$ cat src/rtl/ic_7400_pkg.sv
// Shared constants and helpers for the 7400 quad NAND model and its observation layer.
// Optional stuck-at fault injection is enabled with the IC_7400_STUCK_FAULT_EN macro.
package ic_7400_pkg;

  localparam int GATES_DEF = 4;
  localparam int CNT_W_DEF = 8;
  localparam int GATES_MAX = 8;

  // Registered output value out of reset: NAND of idle-low inputs is high.
  localparam logic [GATES_MAX-1:0] Y_RST = '1;

  // Saturating increment: holds at max instead of wrapping.
  function automatic logic [31:0] sat_inc(input logic [31:0] value, input logic [31:0] max);
    return (value >= max) ? value : value + 32'd1;
  endfunction

endpackage

$ cat src/rtl/ic_7400_quad_nand_gate_obs.sv
// One NAND gate with its registered copy, change pulse and saturating toggle counter.
// With IC_7400_STUCK_FAULT_EN the gate output can be forced to a stuck value.
module nand_gate_obs
  import ic_7400_pkg::*;
#(
  parameter int CNT_W = CNT_W_DEF
) (
  input  logic             clk,
  input  logic             rst,
  input  logic             a,
  input  logic             b,
`ifdef IC_7400_STUCK_FAULT_EN
  input  logic             fault_en,
  input  logic             fault_val,
`endif
  input  logic             cnt_clr,
  output logic             y,
  output logic             y_q,
  output logic             y_edge,
  output logic [CNT_W-1:0] cnt
);

  localparam logic [31:0] CNT_MAX = 32'((64'd1 << CNT_W) - 64'd1);

  // A 0 on either input yields 1 even when the other input is X.
`ifdef IC_7400_STUCK_FAULT_EN
  assign y = fault_en ? fault_val : ~(a & b);
`else
  assign y = ~(a & b);
`endif

  always_ff @(posedge clk) begin
    if (rst) begin
      y_q    <= Y_RST[0];
      y_edge <= 1'b0;
      cnt    <= '0;
    end else begin
      y_q    <= y;
      y_edge <= y ^ y_q;
      if (cnt_clr) begin
        cnt <= '0;
      end else if (y != y_q) begin
        cnt <= CNT_W'(sat_inc(32'(cnt), CNT_MAX));
      end
    end
  end

endmodule

$ cat src/rtl/ic_7400_quad_nand.sv
// Quad (GATES-wide) 2-input NAND with a clocked debug/coverage observation layer.
// Define IC_7400_STUCK_FAULT_EN to add fault_en/fault_val stuck-at injection ports.
module ic_7400_quad_nand
  import ic_7400_pkg::*;
#(
  parameter int GATES = GATES_DEF,
  parameter int CNT_W = CNT_W_DEF
) (
  input  logic                   clk,
  input  logic                   rst,
  input  logic [GATES-1:0]       a,
  input  logic [GATES-1:0]       b,
`ifdef IC_7400_STUCK_FAULT_EN
  input  logic [GATES-1:0]       fault_en,
  input  logic [GATES-1:0]       fault_val,
`endif
  input  logic                   cnt_clr,
  output logic [GATES-1:0]       y,
  output logic [GATES-1:0]       y_q,
  output logic [GATES-1:0]       y_edge,
  output logic [GATES*CNT_W-1:0] toggle_cnt
);

  for (genvar g = 0; g < GATES; g++) begin : g_gate
    nand_gate_obs #(
      .CNT_W(CNT_W)
    ) u_gate (
      .clk      (clk),
      .rst      (rst),
      .a        (a[g]),
      .b        (b[g]),
`ifdef IC_7400_STUCK_FAULT_EN
      .fault_en (fault_en[g]),
      .fault_val(fault_val[g]),
`endif
      .cnt_clr  (cnt_clr),
      .y        (y[g]),
      .y_q      (y_q[g]),
      .y_edge   (y_edge[g]),
      .cnt      (toggle_cnt[g*CNT_W +: CNT_W])
    );
  end

endmodule

$ cat config.mk
export PLATFORM = sky130hd
export DESIGN_NAME = ic_7400_quad_nand
export DESIGN_NICKNAME = d
export VERILOG_FILES = /design/src/rtl/ic_7400_pkg.sv /design/src/rtl/ic_7400_quad_nand_gate_obs.sv /design/src/rtl/ic_7400_quad_nand.sv
export SDC_FILE = /design/constraint.sdc
export NUM_CORES = 1
export LEC_CHECK = 0
export ABC_AREA = 1
export BUFFER_PORTS_ARGS = -buffer_cell sky130_fd_sc_hd__buf_2
export CELL_PAD_IN_SITES_DETAIL_PLACEMENT = 0
export CELL_PAD_IN_SITES_GLOBAL_PLACEMENT = 2
export CORE_MARGIN = 2
export CORE_UTILIZATION = 28
export DETAILED_ROUTE_END_ITERATION = 7
export PLACE_DENSITY_LB_ADDON = 0.15
export SLEW_MARGIN = 5
export SYNTH_ARGS = -nofsm -noshare
export SYNTH_HDL_FRONTEND = slang
export SYNTH_SLANG_ARGS = --single-unit
$ cat constraint.sdc
create_clock -name clk -period 1.5 [get_ports clk]
set_input_delay 0.3 -clock clk [delete_from_list [all_inputs] [get_ports clk]]
set_output_delay 0.3 -clock clk [all_outputs]
set_load 0.01 [all_outputs]
* Yosys cells after proc, flatten, opt, wreduce, memory -nomap -nowiden
Cells that the tools add are included.
Word-level totals: flip-flop bits (word level) 40, bits of input ports 11, output and inout bits 44
Operators by class: add/sub/neg operators 4, $lt $le $gt $ge 4, eq/ne operators 4, bitwise gates (word level) 16, reduce and logical (&&, ||, !) cells 5
Operators by type and width (number):
- adder 8 x 1 -> 8 bit (second input constant) | 4
- >= comparator 8 bit (second input constant) | 4
- inverter 1 bit | 8
- AND reduction 2 bit | 4
- AND 1 bit | 4
- inequality test 1 bit | 4
- XOR 1 bit | 4
- OR reduction 2 bit | 1

* Depth between registers and ports, before layout
Gate-level depths: netlist of the first run.
word-level depth 4, mapped depth 9, gate-level depth less buffers 9

* Cells and area by module
Synthesis of the first run repeated with hierarchy kept, for this count alone.
Second synthesis, totals: cell total of the unflattened synthesis 296, area total of the unflattened synthesis 2087.0 um^2
By module, submodules not included:
- nand_gate_obs | instances 4, cells each 74, area each 521.8 um^2, sequential area each 200.2 um^2

* Worst setup path after synthesis of the first run
Ideal clock, no wire load.
kind reg-to-reg, start register g_gate[0].u_gate.cnt[0], end register g_gate[0].u_gate.cnt[0], data arrival time 1.156 ns, data required time 1.384 ns, path slack 0.228 ns, stages on the path, launching flop included 9, buffers on the path 0, period minus slack after synthesis 1.272 ns, cells stage by stage dfxtp_1 > ha_1 > nand2_2 > nor2_2 > nand2_2 > nand2_4 > inv_2 > nor2_1 > nor2_1
On the way: cells in the longest elaborated chain, start to end 3, elaborated cells on any way between the ends 4, classes of those cells 1 x add/sub; 1 x order compare; 1 x bitwise; 1 x reduce/logical
RTL lines:
- start, declared | RTL line ic_7400_quad_nand_gate_obs.sv:20 | output logic [CNT_W-1:0] cnt
- start signal, assigned | RTL line ic_7400_quad_nand_gate_obs.sv:43 | cnt <= CNT_W'(sat_inc(32'(cnt), CNT_MAX));
- >= comparator 8 bit | RTL line ic_7400_pkg.sv:14 | return (value >= max) ? value : value + 32'd1;
- inverter 1 bit (no source line)
- AND reduction 2 bit (no source line)
Parallel ways exist; a longest one is shown, timed or not. A chain may end at the register's enable or synchronous reset.

* Worst setup path after layout of the first run
start register g_gate[2].u_gate.cnt[1], end register g_gate[2].u_gate.cnt[5]
On the way: cells in the longest elaborated chain, start to end 3, elaborated cells on any way between the ends 4, classes of those cells 1 x add/sub; 1 x order compare; 1 x bitwise; 1 x reduce/logical
RTL lines (RTL line):
- start, declared | ic_7400_quad_nand_gate_obs.sv:20
- start signal, assigned | ic_7400_quad_nand_gate_obs.sv:43
- >= comparator 8 bit | ic_7400_pkg.sv:14
- inverter 1 bit (no source line)
- AND reduction 2 bit (no source line)
Parallel ways exist; a longest one is shown, timed or not.

==> results of run 1 <==
synth_stat cells, drive strengths merged:
cell type | number | area share [%]
a21oi | 15 | 3.8
a31oi | 2 | 0.57
buf | 14 | 4.7
clkbuf | 1 | 0.63
dfxtp | 40 | 36
ha | 4 | 2.3
inv | 36 | 6.3
nand2 | 94 | 19
nand3 | 26 | 6.1
nand3b | 2 | 0.68
nand4 | 6 | 1.7
nor2 | 60 | 12
nor3 | 3 | 0.68
o21ai | 8 | 1.8
o21bai | 1 | 0.34
xnor2 | 2 | 0.80
xor2 | 6 | 2.4
state kept, by name (all words and copies together) (netlist names):
signal	count
g_gate.u_gate.cnt	32
g_gate.u_gate.y_q	4
g_gate.u_gate.y_edge	4
critical path, stage by stage, from the launching register on:
cell and delay [ns]:
dfxtp_1 0.41, ha_1 0.26, nand3_1 0.11, nor2_2 0.15
nand2_1 0.11, a21oi_1 0.16, nor2_1 0.05
where the power goes:
part / switching, uW / internal [uW] / total (uW) / leakage, uW
combinational: 137 / 72.2 / 209 / 0.000822
clock: 392 / 494 / 887 / 0.0000552
sequential: 16.5 / 1080 / 1100 / 0.000325
metrics by stage:
step	util [%]	std cells	cell area, um^2
final	34.20	472	2615
after CTS	34.13	472	2610
after global placement	32.72	464	2502
after detailed placement	32.72	464	2502
after floorplan	-	320	2198
after global routing	34.20	472	2615
cell families after synthesis:
kind of cell               count (synthesis)
xor gates and xnor gates                   8
and+or+nand+nor                          191
adders and majority gates                  4
AOI/OAI and AO/OA                         26
buffers and inverters                     51
DFF                                       40
how the worst max path moves through the flow:
stage / from / endpoint / slack (ns) / cells past startpoint
2_1_floorplan: g_gate[0].u_gate.cnt[0] / g_gate[0].u_gate.cnt[0] / 0.23 / 8
3_3_place_gp: g_gate[0].u_gate.cnt[0] / g_gate[0].u_gate.cnt[0] / 0.14 / 8
3_5_place_dp: g_gate[0].u_gate.cnt[0] / g_gate[0].u_gate.cnt[0] / 0.14 / 8
4_1_cts: g_gate[0].u_gate.cnt[0] / g_gate[0].u_gate.cnt[0] / 0.13 / 8
5_1_grt: g_gate[2].u_gate.cnt[1] / g_gate[2].u_gate.cnt[1] / 0.006 / 8
6_report: g_gate[2].u_gate.cnt[1] / g_gate[2].u_gate.cnt[5] / 0.15 / 6
layout make-up:
cell class                      instances  share of cell area [%]
Inverter                               36                   5.263
Sequential cell                        40                   30.72
Clock buffer                            6                   2.775
Tap cell                              102                   4.880
Clock inverter                          2                   1.340
Multi-Input combinational cell        229                   43.83
Timing Repair Buffer                   57                   11.20
routing by layer:
metal | global-route usage, % | vias up | wire length [um]
met4 | 3.980 | 0 | 63
met1 | 17.33 | 880 | 2623
met2 | 22.81 | 41 | 2440
met5 | 0 | - | 0
met3 | 3.092 | 5 | 271
li1 | - | 1092 | -
timing repair:
action                     in CTS  in global routing
buffers inserted                0                  0
resized for setup               0                  3
setup endpoints to repair       0                  4
==> results.cfg, run 1 <==
[timing]
final_hold_viol_count = 0
max_slew_margin_pct = 80.25
slew_viol_final = 0
tns_ns = 0
period_share_pct = 90.02
clock.fmax_mhz = 740.6
fin_skew_ns = 0.006124
rsz0062_at_grt = no
hold_slack_ns = 0.2129
fin_ws_ns = 0.1497
worst_pin_slew_ns = 0.2940
setup_violations = 0
fin_crit_ns = 1.350

[final_layout]
syn2layout_area_growth_pct = 18.95
seq_area_um2 = 803.3
layout_common_cells = 79 x nand2_1, 54 x buf_2, 53 x nor2_1, 38 x dfxtp_1, 29 x inv_1
antenna_cells = 0
nNetsFinal = 384
final_common_cell = nand2_1
drive_gt1_share_pct = 26.76
num-fill-cells = 853
multi_input_area_um2 = 1146

[worst_setup_path]
cp.required_ns = 1.69
start_kind = register
ff2ff_path_depth = 6
cp-end-kind = register
path_max_fanout = 5
path_class = reg2reg
r2r_start = g_gate[2].u_gate.cnt[1]
arrival_ns = 1.54
r2r_slack_ns = 0.15
timing.rr.end = g_gate[2].u_gate.cnt[5]

[flow_run]
max_cap_viol_count = 0

[clock_tree]
cts_root_buf = clkbuf_8
insertion_delay_ns = 0.29
hold_buffers = 0
cts_buffer_depth = 2
cts_buffers = 5
htree_levels = 2
clk_pin_slew_ns = 0.08
cts_tree = done
cts_sinks = 40

[min_path]
min_to = g_gate[3].u_gate.y_q
hold_class = in2reg
hold_path_startpoint = a[3]
hold_depth = 2

[floorplanning]
die-area_um2 = 8576
die_h_um = 92.61
fp-row-count = 32
die-width_um = 92.61
core_um2 = 7647
initial_core_util_pct = 28.75
io_pins = 55

[grt]
track_usage_pct = 13.57
overflow = 0
antenna_found_initial = 0
grt_max_degree = 14
grt_pass1_vias = 1981
grt_pass1_wl_mm = 9.218

[place]
dp_hpwl_mm = 4.103
gp_congestion = 0.7759
portBuffers = 54
detailedPlace.worstSlack_ns = 0.1366

[drt]
wl_mm = 5.399
post-route-drc-count = 0
drtIter0Drc = 38
avgRoutedWirePerCell_um = 11.44
avgViaCountPerCell = 4.275
dr.pass1.iters = 4
ant_nets = 0
vias = 2018

[synth]
synth_area_um2 = 2198
synthSimpleGateAreaFrac_pct = 40.07
synth.avg_cell_area_um2 = 6.870
synth_top_family_by_area = simple AND/OR/NAND/NOR gates
synth-xor-area-share_pct = 3.187
ys_warn_count = 0
muxShareOfSynthArea_pct = 0
synth_fa_ha_area_share_pct = 2.277
netlist_instances = 320
synth_compound_area_share_pct = 6.488
ys_ff_latch = 40
syn_nets = 335
synth_seq_area_share_pct = 36.43
yosysUniqueCellTypes = 27

[power]
vdd_ir_drop_max_mv = 0.3000
power.density_nw_per_um2 = 839.1
leakage_uw = 0.001202
power.total_uw = 2194

[run_status]
status = complete, no violations
No activity file was read; power rests on OpenSTA's default activity.
==> inputs of run 2 (changes only) <==
--- a/config.mk
+++ b/config.mk
@@ -6,13 +6,14 @@
 export NUM_CORES = 1
 export LEC_CHECK = 0
 export ABC_AREA = 1
-export BUFFER_PORTS_ARGS = -buffer_cell sky130_fd_sc_hd__buf_2
 export CELL_PAD_IN_SITES_DETAIL_PLACEMENT = 0
 export CELL_PAD_IN_SITES_GLOBAL_PLACEMENT = 2
 export CORE_MARGIN = 2
-export CORE_UTILIZATION = 28
+export CORE_UTILIZATION = 34
 export DETAILED_ROUTE_END_ITERATION = 7
+export DONT_BUFFER_PORTS = 1
 export PLACE_DENSITY_LB_ADDON = 0.15
+export REMOVE_ABC_BUFFERS = 1
 export SLEW_MARGIN = 5
 export SYNTH_ARGS = -nofsm -noshare
 export SYNTH_HDL_FRONTEND = slang
==> run 2 against run 1 <==
Effect of this change:
- register-to-register slack better by 0.07 ns
- power fell by 11%
- clock power is 23% lower
- routed wire length shrank 8.1%
- die area fell by 17%
- maximum frequency is 5.7% higher
- global-route usage rose by 0.84 points
- clock skew about the same
- largest power group unchanged
- sequential share of layout area is 2.4 points higher
- largest cell class unchanged
- sequential power about the same
- cell area decreased by 7.4%
==> results.cfg, run 2 (same netlist as run 1, synthesis figures left out) <==
[place]
portBuffers = 0
place_inst = 404
gp_congestion = 0.7670
dp_hpwl_mm = 3.904

[drt]
post-route-drc-count = 0
avgRoutedWirePerCell_um = 12.08
wl_mm = 4.963
drtIter0Drc = 61
vias = 1896
dr.pass1.iters = 6
avgViaCountPerCell = 4.613
ant_nets = 0

[clock_tree]
clk_pin_slew_ns = 0.08
cts_buffers = 5
insertion_delay_ns = 0.28
hold_buffers = 0
cts_buffer_depth = 2
cts_sinks = 40
cts_tree = done
post-cts-setup-buffers = 0
htree_levels = 2
cts.repair.resized = 0
cts_root_buf = clkbuf_8

[floorplanning]
initial_core_util_pct = 34.82
io_pins = 55
die-area_um2 = 7125
fp-row-count = 29
core_um2 = 6314
die-width_um = 84.41
die_h_um = 84.41

[timing]
fin_skew_ns = 0.006171
worst_pin_slew_ns = 0.3426
clock.fmax_mhz = 782.6
rsz0062_at_grt = no
period_share_pct = 85.18
fin_crit_ns = 1.278
slew_viol_final = 0
max_slew_margin_pct = 77.13
setup_violations = 0
final_hold_viol_count = 0
tns_ns = 0

[worst_setup_path]
arrival_ns = 1.46
r2r_slack_ns = 0.22
cp-end-kind = register
path_cells = ha_1 -> nand2_2 -> nor2_2 -> nand2_2 -> nand2_4 -> inv_2 -> nor2_1 -> nor2_1
start_kind = register
crit_path_max_incr_delay_ns = 0.34
path_max_fanout = 8
crit_slowest_cell = dfxtp_1
path_class = reg2reg
cp.required_ns = 1.68

[final_layout]
fin_cells = 411
largest_reg_flops = 32
syn2layout_area_growth_pct = 10.13
top_regs = g_gate.u_gate.cnt (32), g_gate.u_gate.y_edge (4), g_gate.u_gate.y_q (4)
drive_gt1_share_pct = 17.96
antenna_cells = 0
layout_common_cells = 79 x nand2_1, 53 x nor2_1, 40 x dfxtp_1, 29 x inv_1, 25 x nand3_1
final_common_cell = nand2_1
top_register = g_gate.u_gate.cnt
nNetsFinal = 349

[grt]
antenna_found_initial = 0
grt_pass1_wl_mm = 8.376
grt_pass1_vias = 1767
track_usage_pct = 14.41
overflow = 0
grt_max_degree = 12

[power]
power.density_nw_per_um2 = 807.8
leakage_uw = 0.001033
power.total_uw = 1956
vdd_ir_drop_max_mv = 0.3642

[min_path]
hold_class = in2reg

[flow_run]
max_cap_viol_count = 0

[run_status]
status = complete, no violations
==> run 2: cell count changes in the layout (fill, tap and decap cells not counted) <==
cell       delta
buf_2        -54
buf_4        +19
dfxtp_1       +2
dfxtp_2       -2
bufinv_16     -1
ha_1          +1
ha_2          -1
==> run 2: cell type report <==
type,instances,area (um^2)
clock buffers,6,72.57
inverters,36,137.6
fillers,704,3892
clock inverters,1,5.005
repair buffers,22,165.2
multi-input cells,229,1144
flip-flops and latches,40,800.8
well taps,77,96.34
==> run 2: final timing paths <==
| path | cells past startpoint | to | from |
|---|---|---|---|
| max | 8 | g_gate[0].u_gate.cnt[0] | g_gate[0].u_gate.cnt[0] |
| min | 1 | g_gate[1].u_gate.y_edge | rst |
| max reg2reg | 8 | g_gate[0].u_gate.cnt[0] | g_gate[0].u_gate.cnt[0] |
| min reg2reg | 2 | g_gate[0].u_gate.cnt[4] | g_gate[0].u_gate.cnt[4] |
==> run 2: through the flow <==
step	hold slack (ns)	util (%)	area, um^2	worst slack, ns
after floorplan	0.3691	-	2082	0.2278
after global placement	0.3755	37.12	2344	0.1933
after detailed placement	0.3755	37.12	2344	0.2290
after CTS	0.06234	38.35	2421	0.2156
after global routing	0.05610	38.35	2421	0.06361
final	0.07347	38.35	2421	0.2223
==> run 2: worst max-delay path: cells and delay by family (launching register included) <==
family        cells  cell delay (ns)
simple gates      6             0.56
buf+inv           1             0.08
flops             1             0.34
fa+ha+maj         1             0.20
==> run 2: power breakdown <==
part / internal (uW) / switching, uW
registers: 1080 / 18.3
logic: 55.7 / 116
clock network: 317 / 367
total: 1450 / 501
==> run 2: routing by layer <==
| metal | vias up | GRT usage [%] | wire [um] |
|---|---|---|---|
| li1 | 1016 | - | - |
| met3 | 5 | 4.720 | 381 |
| met1 | 826 | 18.81 | 2305 |
| met2 | 49 | 22.58 | 2221 |
| met5 | - | 0 | 0 |
| met4 | 0 | 4.762 | 55 |
==> inputs of run 3 (changes only) <==
--- a/config.mk
+++ b/config.mk
@@ -5,14 +5,13 @@
 export SDC_FILE = /design/constraint.sdc
 export NUM_CORES = 1
 export LEC_CHECK = 0
-export ABC_AREA = 1
 export CELL_PAD_IN_SITES_DETAIL_PLACEMENT = 0
 export CELL_PAD_IN_SITES_GLOBAL_PLACEMENT = 2
 export CORE_MARGIN = 2
-export CORE_UTILIZATION = 34
+export CORE_UTILIZATION = 36
 export DETAILED_ROUTE_END_ITERATION = 7
 export DONT_BUFFER_PORTS = 1
-export PLACE_DENSITY_LB_ADDON = 0.15
+export PLACE_DENSITY = 0.75
 export REMOVE_ABC_BUFFERS = 1
 export SLEW_MARGIN = 5
 export SYNTH_ARGS = -nofsm -noshare
==> run 3 against run 2 <==
Effect of this change:
- non-clock buffer count is 35 higher
- synthesized cell count is 32% lower
- worst hold slack worse by 0.0021 ns
- maximum frequency is 18% lower
- critical endpoint is now g_gate[0].u_gate.cnt[3]
- the flow now finishes with violations (setup timing)
- critical path depth is 3 lower
- largest power group unchanged
- setup slack worse by 0.28 ns
- highest routed layer unchanged
==> results.cfg, run 3 <==
[run_status]
status = finished, violations left
violations = setup timing

[worst_setup_path]
crit_path_max_incr_delay_ns = 0.36
timing.rr.end = g_gate[0].u_gate.cnt[3]
crit_slowest_cell = or3_1
start_kind = register
cp.required_ns = 1.73
path_class = reg2reg
r2r_start = g_gate[0].u_gate.cnt[0]
arrival_ns = 1.79
cp-end-kind = register
path_max_fanout = 6
path_cells = ha_4 -> and3_4 -> a211o_4 -> or3_1 -> a21oi_2
ff2ff_path_depth = 5
r2r_slack_ns = -0.06

[clock_tree]
hold_buffers = 0
cts_buffer_depth = 2
clk_pin_slew_ns = 0.08
cts_root_buf = clkbuf_8
cts_sinks = 40
htree_levels = 2
cts_buffers = 5
insertion_delay_ns = 0.29
cts_tree = done

[timing]
worst_pin_slew_ns = 0.3265
max_slew_margin_pct = 78.24
final_hold_viol_count = 0
period_share_pct = 104.0
clock.fmax_mhz = 640.8
fin_ws_ns = -0.06064
rsz0062_at_grt = yes
tns_ns = -0.1298
slew_viol_final = 0
setup_violations = 3
fin_crit_ns = 1.561
fin_skew_ns = 0.005449

[power]
vdd_ir_drop_max_mv = 0.5013
leakage_uw = 0.001044
power.density_nw_per_um2 = 782.7
power.total_uw = 2033

[place]
gp_congestion = 0.7419
portBuffers = 0
dp_hpwl_mm = 3.554

[final_layout]
antenna_cells = 0
utilization_pct = 49.90
drive_gt1_share_pct = 39.10
layout_common_cells = 54 x buf_4, 32 x dfxtp_1, 21 x nor2_1, 19 x nand2_1
syn2layout_area_growth_pct = 31.56
nNetsFinal = 280
largest_reg_flops = 32
top_regs = g_gate.u_gate.cnt (32), g_gate.u_gate.y_edge (4), g_gate.u_gate.y_q (4)
num-fill-cells = 505
top_register = g_gate.u_gate.cnt
final_common_cell = buf_4

[grt]
grt_pass1_wl_mm = 7.969
antenna_found_initial = 0
overflow = 0
grt_max_degree = 16
grt_pass1_vias = 1772
track_usage_pct = 16.11

[floorplanning]
io_pins = 55
die_h_um = 78.06
core_um2 = 5205
initial_core_util_pct = 37.93
die-width_um = 78.06
die-area_um2 = 6093
fp-row-count = 26

[synth]
synth_area_um2 = 1974
ys_warn_count = 0
yosys-top-cells-count = 40 x dfxtp_1, 21 x nor2_1, 19 x nand2_1, 12 x buf_4, 11 x nand3_1
netlist_instances = 217
synthArstFlopShare_pct = 0
yosysMostFrequentCell = dfxtp_1
yosysUniqueCellTypes = 42
synth_top_cell_by_area = dfxtp_1
synth_edf_count = 0
synth_flop_cell = dfxtp_1
synth_area_leaders = dfxtp_1 41%, buf_4 4.6%, nor2_1 4.0%
synth.avg_cell_area_um2 = 9.099
ys_ff_latch = 40
synth.top_cell.area_share_pct = 40.56
synth_seq_area_share_pct = 40.56

[min_path]
hold_path_startpoint = rst
hold_depth = 1
hold_class = in2reg
min_to = g_gate[1].u_gate.y_edge

[drt]
avgViaCountPerCell = 5.286
wl_mm = 4.997
ant_nets = 0
vias = 1776
dr.pass1.iters = 4
drtIter0Drc = 60
post-route-drc-count = 0
avgRoutedWirePerCell_um = 14.87

[flow_run]
max_cap_viol_count = 0
-- run 3: changes by cell type in the layout (fill, tap and decap cells not counted), sizes merged, moves of 8 or more --
cell   previous run  this run
buf              22        57
inv              36         5
nand2            94        19
nand3            26        11
nor2             60        21
or3               0         8
-- run 3: how the worst max path moves through the flow --
stage | from | endpoint | slack, ns | depth (start not counted)
finish | g_gate[0].u_gate.cnt[0] | g_gate[0].u_gate.cnt[3] | -0.06 | 5
global route | g_gate[0].u_gate.cnt[0] | g_gate[0].u_gate.cnt[3] | -0.10 | 5
CTS | g_gate[0].u_gate.cnt[0] | g_gate[0].u_gate.cnt[3] | -0.06 | 5
detailed placement | g_gate[1].u_gate.cnt[0] | g_gate[1].u_gate.cnt[5] | -0.1 | 5
global placement | g_gate[0].u_gate.cnt[0] | g_gate[0].u_gate.cnt[3] | -0.05 | 5
floorplan | g_gate[0].u_gate.cnt[0] | g_gate[0].u_gate.cnt[3] | -0.15 | 5
-- run 3: per-stage QoR --
stage               setup WS (ns)  hold slack [ns]  instance area, um^2  std cells
floorplan                 -0.1494           0.3724                 1854        201
global placement         -0.04839           0.3780                 2302        319
global route              -0.1032          0.05681                 2597        336
CTS                      -0.05999          0.05528                 2424        329
detailed placement       -0.09745           0.3760                 2302        319
finish                   -0.06064          0.07135                 2597        336
-- run 3: logic make-up (layout without fill, tap and decap cells) --
| family | count (synthesis) | after routing | synth area share, % |
|---|---|---|---|
| AOI/OAI and AO/OA | 45 | 45 | 18.38 |
| xor gates and xnor gates | 5 | 5 | 2.218 |
| adders and majority gates | 4 | 4 | 2.535 |
| buffers and inverters | 21 | 70 | 7.035 |
| DFF | 40 | 40 | 40.56 |
| muxes | 6 | 6 | 3.042 |
| and+or+nand+nor | 96 | 96 | 26.24 |
-- run 3: layout make-up --
class / instances / area (um^2) / area share (%)
Timing Repair Buffer: 57 / 439.2 / 16.91
Clock buffer: 8 / 90.09 / 3.468
Tap cell: 70 / 87.58 / 3.372
Inverter: 5 / 18.77 / 0.7225
Multi-Input combinational cell: 156 / 1151 / 44.32
Sequential cell: 40 / 810.8 / 31.21
-- run 3: timing repair --
action	4_1_cts	5_1_grt
buffers inserted	2	7
setup endpoints to repair	9	22
pin swaps	8	9
resized for setup	7	27
-- run 3: critical path, delay by kind of cell (launching register included) --
kind / cells / cell delay (ns)
adders and majority gates: 1 / 0.15
AOI/OAI and AO/OA: 2 / 0.46
and+or+nand+nor: 2 / 0.54
DFF: 1 / 0.34
-- run 3: per-layer routing --
layer,vias up,share of wire [%],GRT usage (%)
met1,849,43,17.59
met5,-,0,0
met2,45,51,29.48
li1,880,-,-
met4,0,0.30,4.211
met3,2,6.5,5.747
-- run 3: where the power goes --
part | switching, uW | total (uW) | internal (uW)
registers | 15.4 | 1100 | 1080
logic | 100 | 189 | 88.7
clock network | 373 | 749 | 376
